`config.mk`:
```
export PLATFORM = sky130hd
export DESIGN_NAME = branch_unit
export DESIGN_NICKNAME = d
export VERILOG_FILES = /design/src/rtl/branch_unit.sv
export SDC_FILE = /design/constraint.sdc
export NUM_CORES = 1
export LEC_CHECK = 0
export BUFFER_PORTS_ARGS = -buffer_cell sky130_fd_sc_hd__buf_2
export CORE_ASPECT_RATIO = 1.4
export CORE_UTILIZATION = 46
export DETAILED_ROUTE_END_ITERATION = 7
export GPL_TIMING_DRIVEN = 0
export MAX_ROUTING_LAYER = met4
export PLACE_DENSITY = 0.92
export SLEW_MARGIN = 20
export SYNTH_ARGS = -nofsm -noshare
export SYNTH_HDL_FRONTEND = slang
export SYNTH_SLANG_ARGS = --single-unit
```
`constraint.sdc`:
```
create_clock -name clk -period 3.5 [get_ports clk]
set_clock_uncertainty 0.2 [all_clocks]
set_input_delay 0.35 -clock clk [delete_from_list [all_inputs] [get_ports clk]]
set_output_delay 0.35 -clock clk [all_outputs]
set_load 0.1 [all_outputs]
```
`src/rtl/branch_unit.sv`:
```
// branch_unit: decode-side resolver for JMP/BR/CALL/RET; the return-address stack is built only when BRU_RAS_EN is defined
module branch_unit #(
  parameter int RAS_DEPTH = 8
) (
  input  logic        clk,
  input  logic        rst,
  input  logic [15:0] if_pc,
  input  logic [15:0] if_inst,
  input  logic        zf,
  input  logic        nf,
  input  logic        cf,
  output logic        br,
  output logic [15:0] br_pc,
  output logic        id_valid,
  output logic [15:0] id_pc,
  output logic [15:0] id_inst,
  output logic        ras_ovf,
  output logic        ras_udf
);
  localparam logic [4:0] OP_JMP  = 5'b11000;
  localparam logic [4:0] OP_BR   = 5'b11001;
  localparam logic [4:0] OP_CALL = 5'b11010;
  logic [4:0]  op;
  logic [2:0]  cc;
  logic        cond, is_jmp, is_br, ras_pop;
  logic [15:0] ras_top;
  assign op = id_inst[15:11];
  assign cc = id_inst[10:8];
  if (RAS_DEPTH < 2 || (RAS_DEPTH & (RAS_DEPTH - 1)) != 0) begin : g_bad_depth
    $error("RAS_DEPTH must be a power of two and at least 2");
  end
  // Stage register; the slot fetched behind a taken redirect is squashed
  always_ff @(posedge clk) begin
    if (rst) begin
      id_valid <= 1'b0;
      id_pc    <= 16'h0000;
      id_inst  <= 16'h0000;
    end else begin
      id_valid <= ~br;
      id_pc    <= if_pc;
      id_inst  <= if_inst;
    end
  end
  // Condition evaluation and redirect selection; JMP and CALL share a target form
  always_comb begin
    cond   = cc == 3'd0 ? 1'b1 : cc == 3'd1 ? zf : cc == 3'd2 ? ~zf : cc == 3'd3 ? nf :
             cc == 3'd4 ? ~nf : cc == 3'd5 ? cf : cc == 3'd6 ? ~cf : 1'b0;
    is_jmp = id_valid && (op == OP_JMP || op == OP_CALL);
    is_br  = id_valid && op == OP_BR && cond;
    br     = is_jmp | is_br | ras_pop;
    br_pc  = is_jmp ? {id_pc[15:11], id_inst[10:0]} :
             is_br ? id_pc + {{8{id_inst[7]}}, id_inst[7:0]} :
             ras_pop ? ras_top : 16'h0000;
  end
`ifdef BRU_RAS_EN
  localparam logic [4:0] OP_RET = 5'b11011;
  localparam int AW = $clog2(RAS_DEPTH);
  logic [15:0]   mem [RAS_DEPTH];
  logic [AW-1:0] sp;
  logic [AW:0]   cnt;
  logic          is_call, is_ret, full;
  assign is_call = id_valid && op == OP_CALL;
  assign is_ret  = id_valid && op == OP_RET;
  assign full    = cnt == (AW+1)'(RAS_DEPTH);
  assign ras_pop = is_ret && cnt != '0;
  assign ras_udf = is_ret && cnt == '0;
  assign ras_top = mem[sp - 1'b1];
  // Circular stack: a push when full overwrites the oldest entry and flags overflow
  always_ff @(posedge clk) begin
    if (rst) begin
      sp      <= '0;
      cnt     <= '0;
      ras_ovf <= 1'b0;
    end else if (is_call) begin
      mem[sp] <= id_pc + 16'd1;
      sp      <= sp + 1'b1;
      cnt     <= full ? cnt : cnt + 1'b1;
      ras_ovf <= ras_ovf | full;
    end else if (ras_pop) begin
      sp  <= sp - 1'b1;
      cnt <= cnt - 1'b1;
    end
  end
`else
  assign ras_pop = 1'b0;
  assign ras_top = 16'h0000;
  assign ras_ovf = 1'b0;
  assign ras_udf = 1'b0;
`endif
endmodule

```
Word-level counts from Yosys, hierarchy flattened --
Cells that the tools add are included.
Storage, ports and cells: flip-flop bits (word level) 33, latch bits 0, RAM bits 0, ROM bits 0, bits of input ports 37, output and inout port bits 52, logic and storage cells 32, memories 0
Cells by class: add/subtract/negate cells 1, multipliers 0, div/mod/pow operators 0, magnitude comparators 0, equal/unequal tests 9, shift operators 0, mux-type cells 9, bitwise operators 5, reduce and logical (&&, ||, !) cells 5
Operators with widths (number):
- $mux W16 | 2
- $add A16 B16 Y16 | 1
- $eq A5 B5 Y1 const B | 3
- $eq A3 B3 Y1 const B | 3
- $mux W1 | 7
- $eq A3 B2 Y1 const B | 2
- $not A1 Y1 | 4
- $eq A3 B1 Y1 const B | 1
- $logic_and A1 B1 Y1 | 3
- $logic_not A3 Y1 | 1
- $logic_or A1 B1 Y1 | 1
- $or A1 B1 Y1 | 1

Logic depth before layout (Yosys ltp) --
depth after elaboration 11, gate-level depth with buffers 9, mapped depth without buffers 9

Least setup slack after synthesis --
No wires, ideal clock.
path kind reg2out, start reg id_inst[0], end out br_pc[14], data arrival time 4.655 ns, data required time 2.950 ns, slack -1.705 ns, cell stages (with the launch flop) 10, path buffers 0, cells stage by stage dfxtp_1 ha_1 inv_1 fa_1 nand2b_1 a211oi_1 o31ai_1 o21ai_0 xnor2_1 o21ai_0
Between the ends: word-level cells in the longest chain between the ends 3
Ends and longest elaborated chain:
- start, declared | line 16 | output logic [15:0] id_inst,
- start signal, assigned | line 41 | id_inst <= if_inst;
- $add A16 B16 Y16 | line 52 | is_br ? id_pc + {{8{id_inst[7]}}, id_inst[7:0]} :
- $mux W16 | line 52
- $mux W16 | line 51 | br_pc = is_jmp ? {id_pc[15:11], id_inst[10:0]} :
- end, declared | line 13 | output logic [15:0] br_pc,
Every way passes these cells.

Final worst setup path --
start reg id_inst[7], end out br_pc[15]
The elaborated chain is that of the path after synthesis.

==> results.yml <==
route:
  dr.pass1.iters: 7
  final_antenna_net_count: 0
  wl_per_cell_um: 14.5
  first_iter_violations: 40
  vias_per_cell: 5.42
  post-route-drc-count: 0
  drt_wl_total_um: 5090
  vias: 1902
grt:
  gr-usage-all-layers: 0.248
  grt.overflow.total: 0
  grt_max_degree: 12
  antenna_found_initial: 0
  grt_pass1_vias: 1861
  grt_first_pass_wirelength_um: 8090
synthesis:
  synth-seq-area-share: 0.354
  synth_top_family_by_area: "simple AND/OR/NAND/NOR gates"
  yosys.area_share.adder: 0.111
  synthMuxAreaShare: 0
  synth-main-ff-cell: "dfxtp_1"
  syn_area_per_cell_um2: 8.76
  synth_simple_gate_area_share: 0.226
  synth-compound-area-share: 0.221
  ys_seq_elements: 33
  synthDistinctLibCells: 39
  synthXorXnorAreaFrac: 0.0469
  synth_warnings: 0
  syn_area_mm2: 0.00187
  syn_inst: 213
  synth-edff-count: 0
  synthArstFlopShare: 0
worst_setup_path:
  path_buf_inv: 1
  startpoint: "id_inst[7]"
  cpMaxStageDelayCell: "or4b_4"
  path_class: "flop to primary output"
  required_ps: 2950
  startpoint_type: "flop"
  reg2reg_from: "id_inst[9]"
  worstPathCellList: "ha_1 -> a21o_1 -> o21bai_1 -> a221oi_2 -> a21oi_1 -> or4b_4 -> o211ai_4 -> buf_6"
  cp.arrival_ps: 2750
  rr_worst_depth: 6
  critPathMaxStageDelay_ps: 510
  end_kind: "primary output"
  path_max_fanout: 11
  cp_top_family: "compound AO/OA/AOI/OAI gates"
  cp.depth: 8
hold_path:
  min_path_cells: 2
  min_from: "if_pc[6]"
  hold_class: "primary input to flop"
floorplan:
  rows: 27
  start_util: 0.476
  die_x_um: 55.8
  core_area_mm2: 0.00392
  die_area_mm2: 0.00432
  die_h_um: 77.4
  io-pin-count: 89
clocking:
  clk_path_buf_depth: 2
  insertion_delay_ps: 290
  root_buffer: "clkbuf_8"
  cts_max_level: 2
  cts_tree: "built"
  cts_buffers: 5
  postCtsSetupBuffers: 0
  cts.sinks: 33
  clk_pin_slew_ps: 70
run:
  cap_violations: 0
power_and_ir_drop:
  ir_drop_mv: 0.343
  p_per_area_mw_per_mm2: 425
  p_leak_nw: 1.30
timing:
  maxSlewHeadroom: 0.608
  worst_pin_slew_ps: 588
  fmax_ghz: 0.303
  setup_viol: 0
  min_period_ps: 3300
  hold_violations: 0
  final.period_utilization: 0.943
  tns_ps: 0
  drv_slew: 0
  rsz0062_at_grt: "no"
placed_design:
  placed_cells: 343
  placed_cell_area_mm2: 0.00250
  io_buffers: 86
  dp_hpwl_um: 3880
  gp_congestion: 0.955
final_layout:
  layout-drive-gt1-share: 0.419
  final_net_count: 360
  final_cells: 351
  syn_to_final_growth_pct: 42.9
  fin_area_mm2: 0.00267
  antenna_cells: 0
  fillers: 316
outcome:
  status: "complete, no violations"
==> synthesized netlist by cell type, drive strengths merged, types with 3 or more instances <==
| library cell | n | area [um^2] |
|---|---|---|
| a211oi | 3 | 22.5 |
| a21o | 7 | 52.6 |
| a21oi | 11 | 55.1 |
| clkbuf | 5 | 18.8 |
| dfxtp | 33 | 661 |
| ha | 15 | 188 |
| inv | 10 | 37.5 |
| nand2 | 20 | 75.1 |
| nand2b | 5 | 31.3 |
| nand3 | 5 | 25.0 |
| nor2 | 6 | 22.5 |
| nor2b | 34 | 213 |
| nor3 | 3 | 15.0 |
| o21ai | 18 | 90.1 |
| o21bai | 3 | 22.5 |
| xnor2 | 6 | 52.6 |
| xor2 | 4 | 35.0 |
==> routing by layer <==
| metal | wire length (um) | global-route usage |
|---|---|---|
| met5 | 0 | - |
| met4 | 164 | 0.144 |
| met3 | 218 | 0.0500 |
| met2 | 2730 | 0.440 |
| met1 | 1970 | 0.250 |
==> cells in the final DEF, fill, tap and decap left out, drive strengths merged, types with 3 or more instances in the layout <==
cell type / instances
buf: 80
nor2b: 34
dfxtp: 33
nand2: 20
clkbuf: 19
o21ai: 18
ha: 15
a21oi: 11
inv: 10
a21o: 7
nor2: 6
xnor2: 6
nand3: 5
nand2b: 5
xor2: 4
nor3: 3
o21bai: 3
a211oi: 3
==> cells by family after synthesis <==
kind of cell | count (synthesis)
other | 1
AND/OR/NAND/NOR | 77
AO/OA/AOI/OAI | 59
buffers and inverters | 17
adder cells (fa/ha/maj) | 16
flip-flops | 33
XOR/XNOR | 10
==> repair_timing <==
action,in CTS,in global routing
resized for setup,1,15
hold buffers,0,0
endpoints found under the setup margin,1,11
==> state kept, by name (all words and copies together), names as in the netlist <==
register	flops
id_valid	1
id_inst	16
id_pc	16
==> area by class of cell <==
cell class	count	area (um^2)	area share
Multi-Input combinational cell	164	1280	0.480
Sequential cell	33	677	0.254
Clock inverter	2	37.5	0.0141
Inverter	10	37.5	0.0141
Timing Repair Buffer	86	462	0.173
Tap cell	43	53.8	0.0202
Clock buffer	6	82.6	0.0310
Buffer	7	35.0	0.0131
==> power breakdown <==
group	internal (mW)	switching [mW]
Sequential	0.398	0.0178
Clock	0.231	0.147
Combinational	0.0821	0.256
Total	0.711	0.421
==> metrics by stage <==
| stage | utilization | hold WS, ps | power (mW) | worst slack [ps] |
|---|---|---|---|---|
| after floorplan | - | 214 | 0.694 | -199 |
| after global placement | 0.638 | 355 | 0.752 | 126 |
| after detailed placement | 0.639 | 363 | 0.758 | 276 |
| after CTS | 0.670 | 63.0 | 1.13 | 25.2 |
| after global routing | 0.680 | 65.7 | 1.17 | 40.8 |
| final | 0.680 | 61.6 | 1.13 | 199 |
==> path summary, 6_finish.rpt <==
kind | slack [ps] | endpoint
min reg2reg | 410 | id_valid
max | 200 | br_pc[15]
max reg2reg | 1430 | id_valid
min | 60 | id_pc[6]
Note: power is estimated with default switching activity, not from simulation.
